[config.mk]
export PLATFORM = sky130hd
export DESIGN_NAME = baud_timer
export DESIGN_NICKNAME = d
export VERILOG_FILES = /design/src/rtl/baud_timer_pkg.sv /design/src/rtl/baud_div_shadow.sv /design/src/rtl/baud_timer.sv
export SDC_FILE = /design/constraint.sdc
export NUM_CORES = 1
export LEC_CHECK = 0
export ABC_AREA = 1
export CAP_MARGIN = 20
export CORE_ASPECT_RATIO = 0.8
export CORE_MARGIN = 4
export CORE_UTILIZATION = 60
export DETAILED_ROUTE_END_ITERATION = 8
export PLACE_DENSITY = 0.94
export SLEW_MARGIN = 20
export SYNTH_ARGS = -nofsm -noshare
export SYNTH_HDL_FRONTEND = slang
export SYNTH_SLANG_ARGS = --single-unit
[constraint.sdc]
create_clock -name clk -period 5.8 [get_ports clk]
set_input_delay 0.58 -clock clk [delete_from_list [all_inputs] [get_ports clk]]
set_output_delay 0.58 -clock clk [all_outputs]
set_load 0.01 [all_outputs]
[src/rtl/baud_timer_pkg.sv]
// rtl/baud_timer_pkg.sv - shared types and constants for the baud timer
// Contents: state_t (IDLE/RUN/DONE), mode_t (PERIODIC/ONESHOT), MIN_DIV.
package baud_timer_pkg;

    typedef enum logic [1:0] {
        IDLE = 2'd0,
        RUN  = 2'd1,
        DONE = 2'd2
    } state_t;

    typedef enum logic {
        PERIODIC = 1'b0,
        ONESHOT  = 1'b1
    } mode_t;

    // Smallest usable period; anything below is clamped up to this.
    localparam int MIN_DIV = 2;

endpackage

[src/rtl/baud_div_shadow.sv]
// rtl/baud_div_shadow.sv - active divisor with run-time pending reload
// Ports:
//   clk, rst      clock, async active-low reset
//   div_load, div strobe and value to capture (clamped to MIN_DIV)
//   run           timer is in RUN: loads are deferred to the pending register
//   boundary      last cycle of a period; pending value is applied here
//   div_q         active divisor
module baud_div_shadow
    import baud_timer_pkg::*;
#(
    parameter int WIDTH       = 16,
    parameter int DEFAULT_DIV = 434
) (
    input  logic             clk,
    input  logic             rst,
    input  logic             div_load,
    input  logic [WIDTH-1:0] div,
    input  logic             run,
    input  logic             boundary,
    output logic [WIDTH-1:0] div_q
);

    localparam logic [WIDTH-1:0] MIN_DIV_W = WIDTH'(MIN_DIV);

    logic [WIDTH-1:0] div_c;
    logic [WIDTH-1:0] pend;
    logic             pend_v;

    assign div_c = (div < MIN_DIV_W) ? MIN_DIV_W : div;

    // Outside RUN a pending value (left over from a stop) is applied at once,
    // so the next start never sees a stale divisor.
    always_ff @(posedge clk or negedge rst) begin
        if (!rst) begin
            div_q  <= WIDTH'(DEFAULT_DIV);
            pend   <= '0;
            pend_v <= 1'b0;
        end else if (div_load && (!run || boundary)) begin
            div_q  <= div_c;
            pend_v <= 1'b0;
        end else if (div_load) begin
            pend   <= div_c;
            pend_v <= 1'b1;
        end else if (pend_v && (!run || boundary)) begin
            div_q  <= pend;
            pend_v <= 1'b0;
        end
    end

endmodule

[src/rtl/baud_timer.sv]
// rtl/baud_timer.sv - periodic / one-shot baud tick timer
// Optional feature: define BAUD_TIMER_MIDTICK_EN to enable mid_tick.
// Ports:
//   clk, rst          clock, async active-low reset
//   start, stop       arm/restart and abort pulses (stop wins)
//   mode              0 periodic, 1 one-shot (latched on start)
//   div, div_load     period in clk cycles and its capture strobe
//   n_periods         one-shot period count (latched on start, 0 means 1)
//   tick, mid_tick    registered period-boundary / mid-period pulses
//   busy, done        in RUN / sticky one-shot completion
module baud_timer
    import baud_timer_pkg::*;
#(
    parameter int WIDTH       = 16,
    parameter int DEFAULT_DIV = 434,
    parameter int CNT_W       = 8
) (
    input  logic             clk,
    input  logic             rst,
    input  logic             start,
    input  logic             stop,
    input  logic             mode,
    input  logic [WIDTH-1:0] div,
    input  logic             div_load,
    input  logic [CNT_W-1:0] n_periods,
    output logic             tick,
    output logic             mid_tick,
    output logic             busy,
    output logic             done
);

    state_t           state, state_nxt;
    mode_t            mode_q;
    logic [CNT_W-1:0] n_q;
    logic [WIDTH-1:0] cnt, cnt_nxt;
    logic [CNT_W-1:0] tcnt, tcnt_nxt;
    logic [WIDTH-1:0] div_q;
    logic             tick_nxt;
    logic             done_q, done_nxt;
    logic             wrap;
    logic             final_tick;
    logic             go;

    baud_div_shadow #(
        .WIDTH       (WIDTH),
        .DEFAULT_DIV (DEFAULT_DIV)
    ) u_shadow (
        .clk      (clk),
        .rst      (rst),
        .div_load (div_load),
        .div      (div),
        .run      (state == RUN),
        .boundary (wrap),
        .div_q    (div_q)
    );

    assign go         = start && !stop;
    assign wrap       = (state == RUN) && (cnt == div_q - 1'b1);
    assign final_tick = (mode_q == ONESHOT) && (tcnt == n_q - 1'b1);

    always_ff @(posedge clk or negedge rst) begin
        if (!rst) begin
            state  <= IDLE;
            mode_q <= PERIODIC;
            n_q    <= CNT_W'(1);
            cnt    <= '0;
            tcnt   <= '0;
            tick   <= 1'b0;
            done_q <= 1'b0;
        end else begin
            state  <= state_nxt;
            cnt    <= cnt_nxt;
            tcnt   <= tcnt_nxt;
            tick   <= tick_nxt;
            done_q <= done_nxt;
            if (go) begin
                mode_q <= mode_t'(mode);
                n_q    <= (n_periods == '0) ? CNT_W'(1) : n_periods;
            end
        end
    end

    always_comb begin
        state_nxt = state;
        if (stop)
            state_nxt = IDLE;
        else if (start)
            state_nxt = RUN;
        else if (wrap && final_tick)
            state_nxt = DONE;
    end

    // start and stop both clear the counters and suppress the tick that
    // would otherwise land on the same edge.
    always_comb begin
        cnt_nxt  = '0;
        tcnt_nxt = tcnt;
        tick_nxt = wrap && !stop && !start;
        done_nxt = done_q;
        if (stop || start) begin
            tcnt_nxt = '0;
        end else if (state == RUN) begin
            cnt_nxt = wrap ? '0 : cnt + 1'b1;
            if (wrap)
                tcnt_nxt = tcnt + 1'b1;
        end
        if (go)
            done_nxt = 1'b0;
        else if (wrap && !stop && final_tick)
            done_nxt = 1'b1;
    end

    assign busy = (state == RUN);
    // The flag itself survives stop; it is only hidden while idle.
    assign done = done_q && (state != IDLE);

`ifdef BAUD_TIMER_MIDTICK_EN
    logic             mid_q;
    logic [WIDTH-1:0] half;

    assign half = div_q >> 1;

    always_ff @(posedge clk or negedge rst) begin
        if (!rst)
            mid_q <= 1'b0;
        else
            mid_q <= (state == RUN) && !stop && !start && (cnt == half - 1'b1);
    end

    assign mid_tick = mid_q;
`else
    assign mid_tick = 1'b0;
`endif

endmodule

==> impl_metrics.tcl, run 1 <==
set metrics [dict create \
    static-leakage-power_nw 2.35 \
    drt-pass1-iter-count 6 \
    clock-sinks 70 \
    cap_viol_max_count 0 \
    core_um2 6990 \
    grt_setup_unrepaired "no" \
    port_buffers 32 \
    grt_max_degree 71 \
    min_period_ps 2580 \
    first_iter_violations 329 \
    dpl_cell_area_um2 4690 \
    clockBufferDepth 2 \
    slew_violations 0 \
    synth_flop_cell "dfrtp_1" \
    antenna_cells 0 \
    vias 3907 \
    hpwl_mm 6.87 \
    fp.dieH_um 84.4 \
    finalSetupTns_ps 0 \
    path_cells "inv_1, ha_1, nand2_2, nor2_1, nand2_1, nand2_1, nor2_1, nand2_1, nor2_4, nand3_4, nand2_8, nor2_4, o21ai_0" \
    path_class "flop to flop" \
    die_area_um2 8730 \
    final_cell_mix "nand2_1 (182), inv_1 (76), nor2_1 (71)" \
    htreeDepth 3 \
    vias_per_cell 5.47 \
    final_util 0.695 \
    synthToLayoutAreaGrowth_pct 11.1 \
    wl_mm 9.59 \
    slew-limit-headroom 0.421 \
    cts_made_buffers 9 \
    grt_pass1_wl_mm 16.8 \
    hold_path_class "input port to asynchronous set/reset pin" \
    io_pins 34 \
    yosys_warnings 0 \
    drtAntennaViolNets 0 \
    status "complete, no violations" \
    critPathMaxFanout 32 \
    crit_path_top_delay_cell "nor2_4" \
    grt_pass1_vias 3778 \
    start_kind "flop" \
    power_density_nw_per_um2 269 \
    routedWlPerCell_um 13.4 \
    cts_hold_buf 0 \
    ys_ff_latch 70 \
    max_stage_delay_ps 500 \
    postCtsResizedCells 0 \
    yosysSeqAreaShare 0.402 \
    async_reset_ff_frac 1.00 \
    synth_cells 595 \
    synth_area_um2 4380 \
    final_common_cell "nand2_1" \
    peakVddDrop_uv 158 \
    crit_path_frequent_cell "nand2_1" \
    drc 0 \
    grt-ovfl-total 0 \
    die_x_um 103 \
    cts_tree "yes" \
    synth_nets 629 \
    synth_edf_count 0 \
    antenna_found_initial 0 \
    setup_ws_ps 3220 \
    place_congestion 0.950 \
    crit_path_end_kind "flop" \
    finalSetupViolations 0 \
    ys_types 39 \
    fin_area_um2 4860 \
    postCtsSetupRepairBufs 0 \
    clk_latency_ps 350 \
    tightest_slew_ps 868 \
    drive_above_1_share 0.102 \
    clk_pin_slew_ps 80 \
    grt_use_total 0.239 \
    start_util 0.626 \
    post-place-ws_ps 3190 \
    cts-root-buf "clkbuf_8" \
    fin_nets 657 \
    syn-mean-instance-area_um2 7.36 \
    worstPathRequired_ps 6010 \
    finalCritPeriodShare 0.444 \
    fmax_mhz 388 \
    hold_viol_final 0 \
    rows 27 \
    critPathArrivalTime_ps 2780 \
    timing.clock.skew_ps 10.4 \
]
[cells in the mapped netlist (4+ instances only)]
cell type	n	area, um2
dfstp_2	6	158
o21ai_2	4	35.0
nand4_1	10	62.6
buf_6	5	56.3
nand3b_1	5	37.5
clkbuf_1	5	18.8
inv_1	76	285
o21ai_1	12	60.1
xor2_1	18	158
nor2_4	6	67.6
nor3_1	9	45.0
nand2_1	182	683
buf_4	5	37.5
dfrtp_1	64	1600
ha_1	4	50.1
o21ai_0	15	75.1
nor4_1	5	31.3
nand3_1	29	145
a21oi_1	7	35.0
nor2_2	17	106
xnor2_1	15	131
nor2_1	71	267
[cell families (layout without fill, tap and decap cells)]
logic type,count (synthesis),after routing,share of synthesized area
buffers and inverters,94,126,0.0938
other,1,1,0.000857
adder cells (fa/ha/maj),4,4,0.0114
flip-flops,70,70,0.402
XOR/XNOR,34,34,0.0712
AND/OR/NAND/NOR,349,349,0.366
AO/OA/AOI/OAI,43,43,0.0552
[power by group]
group	leakage [nW]	total, mW	switching [mW]	internal (mW)
registers	0.897	0.603	0.0541	0.549
clock network	0.0744	0.356	0.201	0.155
logic	1.38	0.348	0.217	0.131
total	2.35	1.31	0.472	0.835
[routing by layer]
metal,GRT usage,routed length [um]
met5,0,0
met4,0.0706,197
met3,0.0648,712
met2,0.377,4530
met1,0.323,4160
[registers in the layout (all words and copies together), names as in the netlist, 2 cells and up]
name / flops
n_q: 8
cnt: 16
u_shadow.pend: 16
tcnt: 8
u_shadow.div_q: 16
state: 2
[layout make-up]
class,count,area (um2)
Tap cell,87,109
Fill cell,493,2130
Multi-Input combinational cell,431,2210
Clock buffer,9,124
Timing Repair Buffer,33,323
Inverter,78,293
Sequential cell,70,1760
Clock inverter,6,47.5
[worst paths after layout]
kind | depth (start not counted) | endpoint | slack (ps) | startpoint
worst min-delay path | 2 | cnt[1]$_DFF_PN0_ | 420 | rst
worst max register to register | 13 | u_shadow.pend[8]$_DFFE_PN0P_ | 3220 | u_shadow.div_q[0]$_DFFE_PN0P_
worst max-delay path | 13 | u_shadow.pend[8]$_DFFE_PN0P_ | 3220 | u_shadow.div_q[0]$_DFFE_PN0P_
min in group clk | 2 | n_q[1]$_DFFE_PN0P_ | 510 | n_q[1]$_DFFE_PN0P_
worst min register to register | 2 | n_q[1]$_DFFE_PN0P_ | 510 | n_q[1]$_DFFE_PN0P_
max in group asynchronous | 2 | u_shadow.pend[9]$_DFFE_PN0P_ | 4820 | rst
[through the flow]
step	std cells	total power [mW]	hold slack, ps
3_3_place_gp	699	0.929	461
3_5_place_dp	699	0.949	477
4_1_cts	714	1.31	449
5_1_grt	714	1.39	520
2_1_floorplan	595	0.865	284
6_report	714	1.31	424
[critical path: cells and delay by family (launching register included)]
family                   cells  cell delay [ps]
AO/OA/AOI/OAI                1              200
buffers and inverters        1              170
AND/OR/NAND/NOR             10             1410
adder cells (fa/ha/maj)      1              230
flip-flops                   1              430
Note: power is estimated with default switching activity, not from simulation.
==> run 2: changes to the inputs <==
Settings changed: CORE_UTILIZATION 60 to 53, PLACE_DENSITY 0.94 to 0.88.
Clock period 5.8 ns to 2.1 ns, I/O delays scaled along.
==> run 2 against run 1 <==
The run now ends with setup timing left. Flip-flop and latch count stayed put. Die area is 12% higher. Non-clock buffer count is 24 higher. Worst hold slack worse by 64 ps. Final cell count is 7.0% higher. Routed wire length is 26% higher. Global-route usage is 0.72 points higher. Sequential power grew to 2.8 times the previous value. Fmax is 14% higher. Core utilization is 1.1 points lower. Critical endpoint is now u_shadow.div_q[8]$_DFFE_PN1P_. Largest cell class unchanged. Largest power group unchanged.
==> impl_metrics.tcl, run 2 (same netlist as run 1, synthesis figures left out) <==
set metrics [dict create \
    first_iter_violations 305 \
    top_regs "cnt x16, u_shadow.div_q x16, u_shadow.pend x16" \
    fin_nets 685 \
    timing.clock.skew_ps 7.54 \
    grt_setup_unrepaired "yes" \
    hold_path_class "input port to asynchronous set/reset pin" \
    use_met3 0.0491 \
    port_buffers 32 \
    finalSetupTns_ps -4450 \
    clk_latency_ps 360 \
    grt_max_degree 24 \
    clockBufferDepth 2 \
    final_common_cell "nand2_1" \
    crit_path_end_kind "flop" \
    grt_pass1_wl_mm 18.5 \
    nFillCells 550 \
    grt_util_met2 0.403 \
    finalCritPeriodShare 1.08 \
    dpl_cell_area_um2 4840 \
    finalSetupViolations 57 \
    path_class "flop to flop" \
    drt-pass1-iter-count 5 \
    peakVddDrop_uv 409 \
    static-leakage-power_nw 2.62 \
    cap_viol_max_count 0 \
    cts-root-buf "clkbuf_8" \
    place_congestion 0.977 \
    final_util 0.684 \
    start_util 0.548 \
    antenna_found_initial 0 \
    drtAntennaViolNets 0 \
    core_um2 7980 \
    hold_slack_ps 361 \
    setup_ws_ps -165 \
    antenna_cells 0 \
    status "complete, but fails checks" \
    start_kind "flop" \
    vias 4224 \
    hold_viol_final 0 \
    die_x_um 110 \
    die_area_um2 9790 \
    power_density_nw_per_um2 743 \
    cts_tree "yes" \
    cts_made_buffers 9 \
    fmax_mhz 441 \
    critPathMaxFanout 7 \
    grt-ovfl-total 0 \
    use_met1 0.325 \
    grt.busiest_layer "met2" \
    rows 29 \
    violations "setup timing" \
    drc 0 \
    vias_per_cell 5.53 \
    synthToLayoutAreaGrowth_pct 24.8 \
    rr_worst_depth 16 \
    critPathArrivalTime_ps 2570 \
    hpwl_mm 7.34 \
    worstPathRequired_ps 2400 \
    grt_pass1_vias 3895 \
    tightest_slew_ps 530 \
    clock-sinks 70 \
    fin_area_um2 5460 \
    final_cell_mix "nand2_1 (144), inv_1 (73), nor2_1 (67)" \
    routedWlPerCell_um 15.8 \
    slew-limit-headroom 0.647 \
    drive_above_1_share 0.235 \
    io_pins 34 \
    slew_violations 0 \
    clk_pin_slew_ps 80 \
    grt_use_total 0.247 \
    post-place-ws_ps -257 \
    wl_mm 12.1 \
    fp.dieH_um 89.3 \
    min_period_ps 2270 \
    htreeDepth 3 \
]
-- run 2: stage by stage --
stage          instances  total power [mW]
2_1_floorplan        595              2.39
6_report             764              4.06
3_5_place_dp         735              2.69
3_3_place_gp         735              2.64
5_1_grt              764              4.27
4_1_cts              759              3.89
-- run 2: cell type report --
type	instances	area, um2	area share
clock buffer	9	124	0.0227
clock inverter	7	72.6	0.0133
inverter	78	293	0.0536
multi-input combinational	435	2510	0.460
sequential	70	1760	0.322
tap	108	135	0.0247
timing repair buffer	57	568	0.104
-- run 2: final timing paths --
path                                               start                       endpoint  slack (ps)
min in group clk                                    mode             mode_q$_DFFE_PN0P_         380
hold / removal                                       rst   u_shadow.pend[2]$_DFFE_PN0P_         360
hold reg to reg                       mode_q$_DFFE_PN0P_             mode_q$_DFFE_PN0P_         490
max in group asynchronous                            rst             n_q[0]$_DFFE_PN1P_        1040
setup reg to reg           u_shadow.div_q[1]$_DFFE_PN1P_  u_shadow.div_q[8]$_DFFE_PN1P_        -170
setup / recovery           u_shadow.div_q[1]$_DFFE_PN1P_  u_shadow.div_q[8]$_DFFE_PN1P_        -170
-- run 2: layer usage --
metal,vias to the layer above,part of all wire
met4,0,0.031
met2,197,0.49
met5,-,0
met3,46,0.068
met1,2022,0.41
li1,1959,-
-- run 2: worst max-delay path, stage by stage (launching register included) --
cell and delay, ps:
dfstp_2 540, inv_2 40, ha_4 170, nand2_4 70, nand2_1 60, nand2_1 80, nand2_1 60, inv_1 50
nand4_1 160, nor2_4 180, nand3_4 130, nand2_8 160, buf_8 150, nand2_4 100, nand2_2 90, nand2_1 70
nand2_1 90
-- run 2: timing repair --
action	4_1_cts	5_1_grt
setup buffers	4	5
endpoints found under the setup margin	56	62
cloned	3	2
pin swaps	10	17
endpoints found under the hold margin	18	0
resized for setup	21	67
hold buffers	1	0
-- run 2: power by group --
| group | leakage [nW] | switching, mW | internal, mW | total (mW) |
|---|---|---|---|---|
| Combinational | 1.63 | 0.767 | 0.492 | 1.26 |
| Sequential | 0.897 | 0.162 | 1.52 | 1.68 |
| Clock | 0.0960 | 0.570 | 0.552 | 1.12 |
